`src/rtl/fetch_unit.sv`:
```
// fetch_unit: instruction fetch stage holding PC and IR for the multicycle RISC-V core.
//   clk, rst_n (sync, active-high)   : clock and reset
//   fetch_req, pc_update, pc_src, imm : control-unit strobes and PC-update selection
//   i_mem_req/addr/ack/data           : request/acknowledge instruction memory read port
//   ir, opcode, ir_valid, fetch_busy  : latched instruction and fetch status
//   misaligned_fault                  : sticky flag, set when a PC target is not word aligned
module fetch_unit #(
   parameter int                     PC_WIDTH = 64,
   parameter logic [PC_WIDTH-1:0]    RESET_PC = '0
) (
   input  logic                clk,
   input  logic                rst_n,
   input  logic                fetch_req,
   input  logic                pc_update,
   input  logic                pc_src,
   input  logic [PC_WIDTH-1:0] imm,
   output logic                i_mem_req,
   output logic [PC_WIDTH-1:0] i_mem_addr,
   input  logic                i_mem_ack,
   input  logic [31:0]         i_mem_data,
   output logic [31:0]         ir,
   output logic [6:0]          opcode,
   output logic                ir_valid,
   output logic                fetch_busy,
   output logic                misaligned_fault
);
   typedef enum logic [1:0] {IDLE, REQ, VALID, FAULT} state_t;
   state_t              state;
   logic [PC_WIDTH-1:0] pc, pend_imm, upd_imm, tgt;
   logic                pend, pend_src, upd_src, apply;
   // An update deferred during REQ is only ever pending in VALID, the cycle after ack,
   // where it takes priority over any new strobe.
   always_comb begin
      upd_src = pend ? pend_src : pc_src;
      upd_imm = pend ? pend_imm : imm;
      tgt     = pc + (upd_src ? upd_imm : PC_WIDTH'(4));
      apply   = (state == IDLE || state == VALID) && (pend || pc_update);
   end
   assign i_mem_addr = pc;
   assign opcode     = ir[6:0];
   always_ff @(posedge clk) begin
      if (rst_n) begin
         state            <= IDLE;
         pc               <= RESET_PC;
         ir               <= 32'h0000_0013;
         ir_valid         <= 1'b0;
         i_mem_req        <= 1'b0;
         fetch_busy       <= 1'b0;
         misaligned_fault <= 1'b0;
         pend             <= 1'b0;
         pend_src         <= 1'b0;
         pend_imm         <= '0;
      end else begin
         case (state)
            IDLE, VALID: begin
               if (apply) begin
                  pend     <= 1'b0;
                  ir_valid <= 1'b0;
                  if (|tgt[1:0]) begin
                     misaligned_fault <= 1'b1;
                     state            <= FAULT;
                  end else begin
                     pc    <= tgt;
                     state <= IDLE;
                  end
               end else if (fetch_req) begin
                  state      <= REQ;
                  ir_valid   <= 1'b0;
                  i_mem_req  <= 1'b1;
                  fetch_busy <= 1'b1;
               end
            end
            REQ: begin
               if (pc_update) begin
                  pend     <= 1'b1;
                  pend_src <= pc_src;
                  pend_imm <= imm;
               end
               if (i_mem_ack) begin
                  ir         <= i_mem_data;
                  ir_valid   <= 1'b1;
                  i_mem_req  <= 1'b0;
                  fetch_busy <= 1'b0;
                  state      <= VALID;
               end
            end
            default: ;
         endcase
      end
   end
endmodule

```
`config.mk`:
```
export PLATFORM = sky130hd
export DESIGN_NAME = fetch_unit
export DESIGN_NICKNAME = d
export VERILOG_FILES = /design/src/rtl/fetch_unit.sv
export SDC_FILE = /design/constraint.sdc
export NUM_CORES = 1
export LEC_CHECK = 0
export ABC_AREA = 1
export ABC_CLOCK_PERIOD_IN_PS = 9000
export BUFFER_PORTS_ARGS = -buffer_cell sky130_fd_sc_hd__buf_2
export CORE_MARGIN = 2
export CORE_UTILIZATION = 63
export DETAILED_ROUTE_END_ITERATION = 8
export PLACE_DENSITY = 0.94
export SLEW_MARGIN = 20
export SYNTH_ARGS = -nofsm -noshare
export SYNTH_HDL_FRONTEND = slang
export SYNTH_SLANG_ARGS = --single-unit
```
`constraint.sdc`:
```
create_clock -name clk -period 9 [get_ports clk]
set_input_delay 0.9 -clock clk [delete_from_list [all_inputs] [get_ports clk]]
set_output_delay 0.9 -clock clk [all_outputs]
set_load 0.02 [all_outputs]
```
==> results.md <==
Route:
- The post-detailed-route DRC marker count is 0.
- Summed over all layers, the routed wires come to 41.2 mm.
- The remaining antenna violation count is 0.
- Dividing the detail-routed wire length by the instance count gives between 10 and 15 µm.
- The detailed router finished its first iteration with 1108 violations.
- The via density per instance is 5.22.
- The number of search-and-repair iterations in the first detailed-routing pass is 6.
- The routed layout has 14.5k vias.

Timing:
- The number of hold-slack violations in the final timing report is 0.
- The number of setup violations in the final report is 0.
- Subtracting the final worst setup slack from the clock period gives roughly 5.1 ns.
- Timing would allow up to a little under 0.2 GHz.
- On the final layout, the worst clock skew is ~0.014 ns.
- The number of max-slew violations in the final report is 0.
- The transition time of the tightest slew-check pin is between 1 and 1.5 ns.
- The aggregate negative setup slack is 0 ns.
- The worst relative slew slack is between 20% and 30%.
- Setup repair after global routing left no endpoint under its margin.
- The worst path uses about 56% of the clock period.

Cells and area:
- 0 antenna diodes ended up in the layout.
- Relative to the synthesized area, the layout overhead comes to 12.7%.
- The layout cell share with drive strength beyond 1 is ~11%.
- The fill cell instance count of the final layout is 1752.
- For this run, the post-layout net count is between 2k and 3k.
- The final non-filler cell total is around 2.8k.

Worst setup path:
- STA puts the critical path data required time at 9.37 ns.
- Setup slack on the worst reg-to-reg path comes out at 3.94 ns.
- The startpoint kind of the worst setup timing path is a flip-flop.
- The worst setup path is of the flip-flop to flip-flop kind.
- The data arrival time of the critical path is ~5.4 ns.
- In this run the worst path has a maximum fanout of 90.
- The endpoint class of the critical path is a flip-flop.

Logic synthesis:
- The total of flip-flops plus latches after synthesis is between 150 and 200.
- The count of warnings emitted by yosys is 0.
- The cell count after synthesis is approximately 2.3k.
- Sequential cells were found to cover between 20% and 30% of the synthesized design area.
- Ranked by total cell area, the synthesized netlist is headed by sky130_fd_sc_hd__dfxtp_1 (26%), sky130_fd_sc_hd__nand2_1 (23%), sky130_fd_sc_hd__inv_1 (15%).
- The fraction of synthesis flops using an asynchronous set or reset pin is 0%.
- The biggest area contributor in the post-synthesis netlist is sky130_fd_sc_hd__dfxtp_1.
- In this run, synthesis inferred 0 flip-flops with an integrated enable.
- Among all flip-flop cells after synthesis, the most frequent one is sky130_fd_sc_hd__dfxtp_1.
- The count of distinct cell types in the synthesized netlist is 33.
- The area of the mapped netlist is 0.0131 mm².
- Synthesis produced a netlist with a net count of approximately 2.5k.
- In this run the mean area of a mapped cell was 5.56 µm².
- The fraction of synthesized cell area taken by the top area cell type is between 20% and 30%.

Power:
- For this design the static power due to leakage is ~8.9 nW.
- The highest ir drop seen on vdd is 0.000129 V.
- Power spread over the standard cell area amounts to 162 mW/mm².
- The total chip power is 2.38 mW.

Clock network:
- Counting every sink on the clock net gives around 170.
- The post-CTS setup buffer count is 0.
- The clock tree synthesis step divided the H-tree into 4 levels.
- The worst-case clock buffer depth is 2.
- After clock tree synthesis, the clock-pin slew on the worst setup and hold paths is ~0.070 ns.
- The CTS root buffer is sky130_fd_sc_hd__clkbuf_16.
- The number of clock buffers inserted by TritonCTS is 17.
- The source-to-sink clock delay at the later pin of the worst-skew pair is between 0.4 and 0.5 ns.
- TritonCTS built the clock tree.
- The number of buffers inserted for hold repair after clock tree synthesis is 0.
- The count of cells resized by post-cts repair is 0.

GRT:
- The first-pass GRT wire length is ~65 mm.
- The busiest metal layer after global routing is met2.
- The number of global-route vias before repair is ~13k.
- The global routing usage on met3 is under 10%.
- The largest net degree at the start of global routing is 100.
- The initial antenna violation count is 0.
- Global routing consumed, on the met2 layer, between 50% and 60% of the routing resources.
- The final global-route overflow total is 0.
- In the global route stage, met1 resource usage came out at about 50%.
- The total global-route track usage is roughly 37%.

Worst hold path:
- The tightest min-delay check is of the flip-flop to flip-flop type.

Placement:
- The number of I/O port buffers is 208.
- The total instance count after detailed placement is ~2.8k.
- The detailed placer's ending HPWL is 32.6 mm.
- The congestion estimate from routability-driven global placement came to just over 1.

Floorplan:
- The count of boundary I/O pins is ~210.
- Once the floorplan was initialized, standard cells occupied ~64% of the core.
- The full die area is between 0.02 and 0.025 mm².
- The die is about 150 µm tall.
- The die is roughly 150 µm wide.
- The initialized floorplan defines 52 standard-cell rows.
- The core footprint is between 0.02 and 0.025 mm².

Run status:
- The run finished with clean final reports.

Flow run:
- The number of max-cap violations is 0.
==> cell usage after synthesis, types with 12 or more instances <==
cell                         n
sky130_fd_sc_hd__ha_1       64
sky130_fd_sc_hd__xor2_1     27
sky130_fd_sc_hd__buf_4      16
sky130_fd_sc_hd__inv_1     513
sky130_fd_sc_hd__nand3_1    82
sky130_fd_sc_hd__a21oi_1   146
sky130_fd_sc_hd__buf_2      12
sky130_fd_sc_hd__o21ai_0   160
sky130_fd_sc_hd__nand2_1   799
sky130_fd_sc_hd__dfxtp_1   167
sky130_fd_sc_hd__nor2_1    233
sky130_fd_sc_hd__clkbuf_1   49
==> registers in the layout, summed over array words and instances (netlist names) <==
register / cells
state: 2
ir_valid: 1
i_mem_addr: 64
misaligned_fault: 1
ir: 32
pend_imm: 64
pend: 1
fetch_busy: 1
pend_src: 1
==> metal layers <==
layer | vias up | routed length, µm | part of all wire [%]
met5 | - | 0 | 0
met4 | 0 | 1510 | 3.7
met3 | 97 | 3720 | 9.0
met2 | 665 | 17500 | 43
met1 | 6407 | 18400 | 45
li1 | 7358 | - | -
==> worst max-delay path, stage by stage (launching register included) <==
cell and delay [ns]:
sky130_fd_sc_hd__dfxtp_1 0.42, sky130_fd_sc_hd__clkinv_2 0.80, sky130_fd_sc_hd__o21ai_4 0.41, sky130_fd_sc_hd__buf_4 0.59
sky130_fd_sc_hd__nand2_1 0.14, sky130_fd_sc_hd__inv_1 0.10, sky130_fd_sc_hd__ha_1 0.21, sky130_fd_sc_hd__inv_1 0.07
sky130_fd_sc_hd__fa_1 0.47, sky130_fd_sc_hd__inv_1 0.07, sky130_fd_sc_hd__nor3_4 0.16, sky130_fd_sc_hd__buf_4 0.38
sky130_fd_sc_hd__buf_4 0.63, sky130_fd_sc_hd__o21ai_0 0.20, sky130_fd_sc_hd__a21oi_1 0.17
==> where the power goes <==
group          switching [mW]  internal (mW)  leakage, nW
clock network           0.362          0.418        0.290
registers              0.0513          0.812         1.37
logic                   0.500          0.237         7.25
==> stage by stage <==
stage	hold slack [ns]	util, %	instance area [µm²]	worst slack (ns)
after floorplan	0.424	-	13100	5.88
after global placement	0.434	69.5	14100	4.37
after detailed placement	0.439	69.5	14100	4.09
final	0.449	72.5	14700	3.94
after global routing	0.460	72.5	14700	3.62
after CTS	0.449	72.4	14700	4.07
==> layout make-up <==
| type | count | area, µm² | area share [%] |
|---|---|---|---|
| clock inverters | 14 | 161 | 1.10 |
| well taps | 270 | 338 | 2.30 |
| repair buffers | 214 | 1090 | 7.38 |
| multi-input cells | 1585 | 7410 | 50.4 |
| clock buffers | 18 | 429 | 2.92 |
| inverters | 516 | 1940 | 13.2 |
| flip-flops and latches | 167 | 3340 | 22.7 |
==> path summary, 6_finish.rpt <==
check	startpoint	to	cells after the start
worst min-delay path	pend_imm[62]	pend_imm[62]	2
worst max register to register	pend	i_mem_addr[2]	14
worst min register to register	pend_imm[62]	pend_imm[62]	2
worst max-delay path	pend	i_mem_addr[2]	14
==> cells by family after synthesis <==
kind of cell / synth area share [%]
simple gates: 35.5
buf+inv: 17.7
compound gates: 12.9
flops: 25.6
fa+ha+maj: 6.29
xor+xnor: 1.95
mux: 0.0767
==> layout by cell type, fill, tap and decap left out, types with 2 or more instances in the layout <==
cell type                   instances
sky130_fd_sc_hd__inv_1            512
sky130_fd_sc_hd__nand3_2            4
sky130_fd_sc_hd__clkinv_2           3
sky130_fd_sc_hd__bufinv_16          2
sky130_fd_sc_hd__and2_1             2
sky130_fd_sc_hd__buf_4              6
sky130_fd_sc_hd__clkbuf_16         17
sky130_fd_sc_hd__xor2_1            27
sky130_fd_sc_hd__ha_1              64
sky130_fd_sc_hd__a21oi_1          146
sky130_fd_sc_hd__nand2_1          797
sky130_fd_sc_hd__clkinv_4           2
sky130_fd_sc_hd__nand2_2            7
sky130_fd_sc_hd__xnor2_1            2
sky130_fd_sc_hd__dfxtp_1          167
sky130_fd_sc_hd__nor2_1           233
sky130_fd_sc_hd__nor2_2             7
sky130_fd_sc_hd__o21ai_0          160
sky130_fd_sc_hd__nor3_1            11
sky130_fd_sc_hd__o21bai_1           6
sky130_fd_sc_hd__inv_8              2
sky130_fd_sc_hd__nor3_2             8
sky130_fd_sc_hd__buf_2            208
sky130_fd_sc_hd__o21ai_1            5
sky130_fd_sc_hd__inv_6              5
sky130_fd_sc_hd__nand4_1           10
sky130_fd_sc_hd__o211ai_1           5
sky130_fd_sc_hd__inv_2              2
sky130_fd_sc_hd__nand3_1           82
No activity file was read; power rests on OpenSTA's default activity.
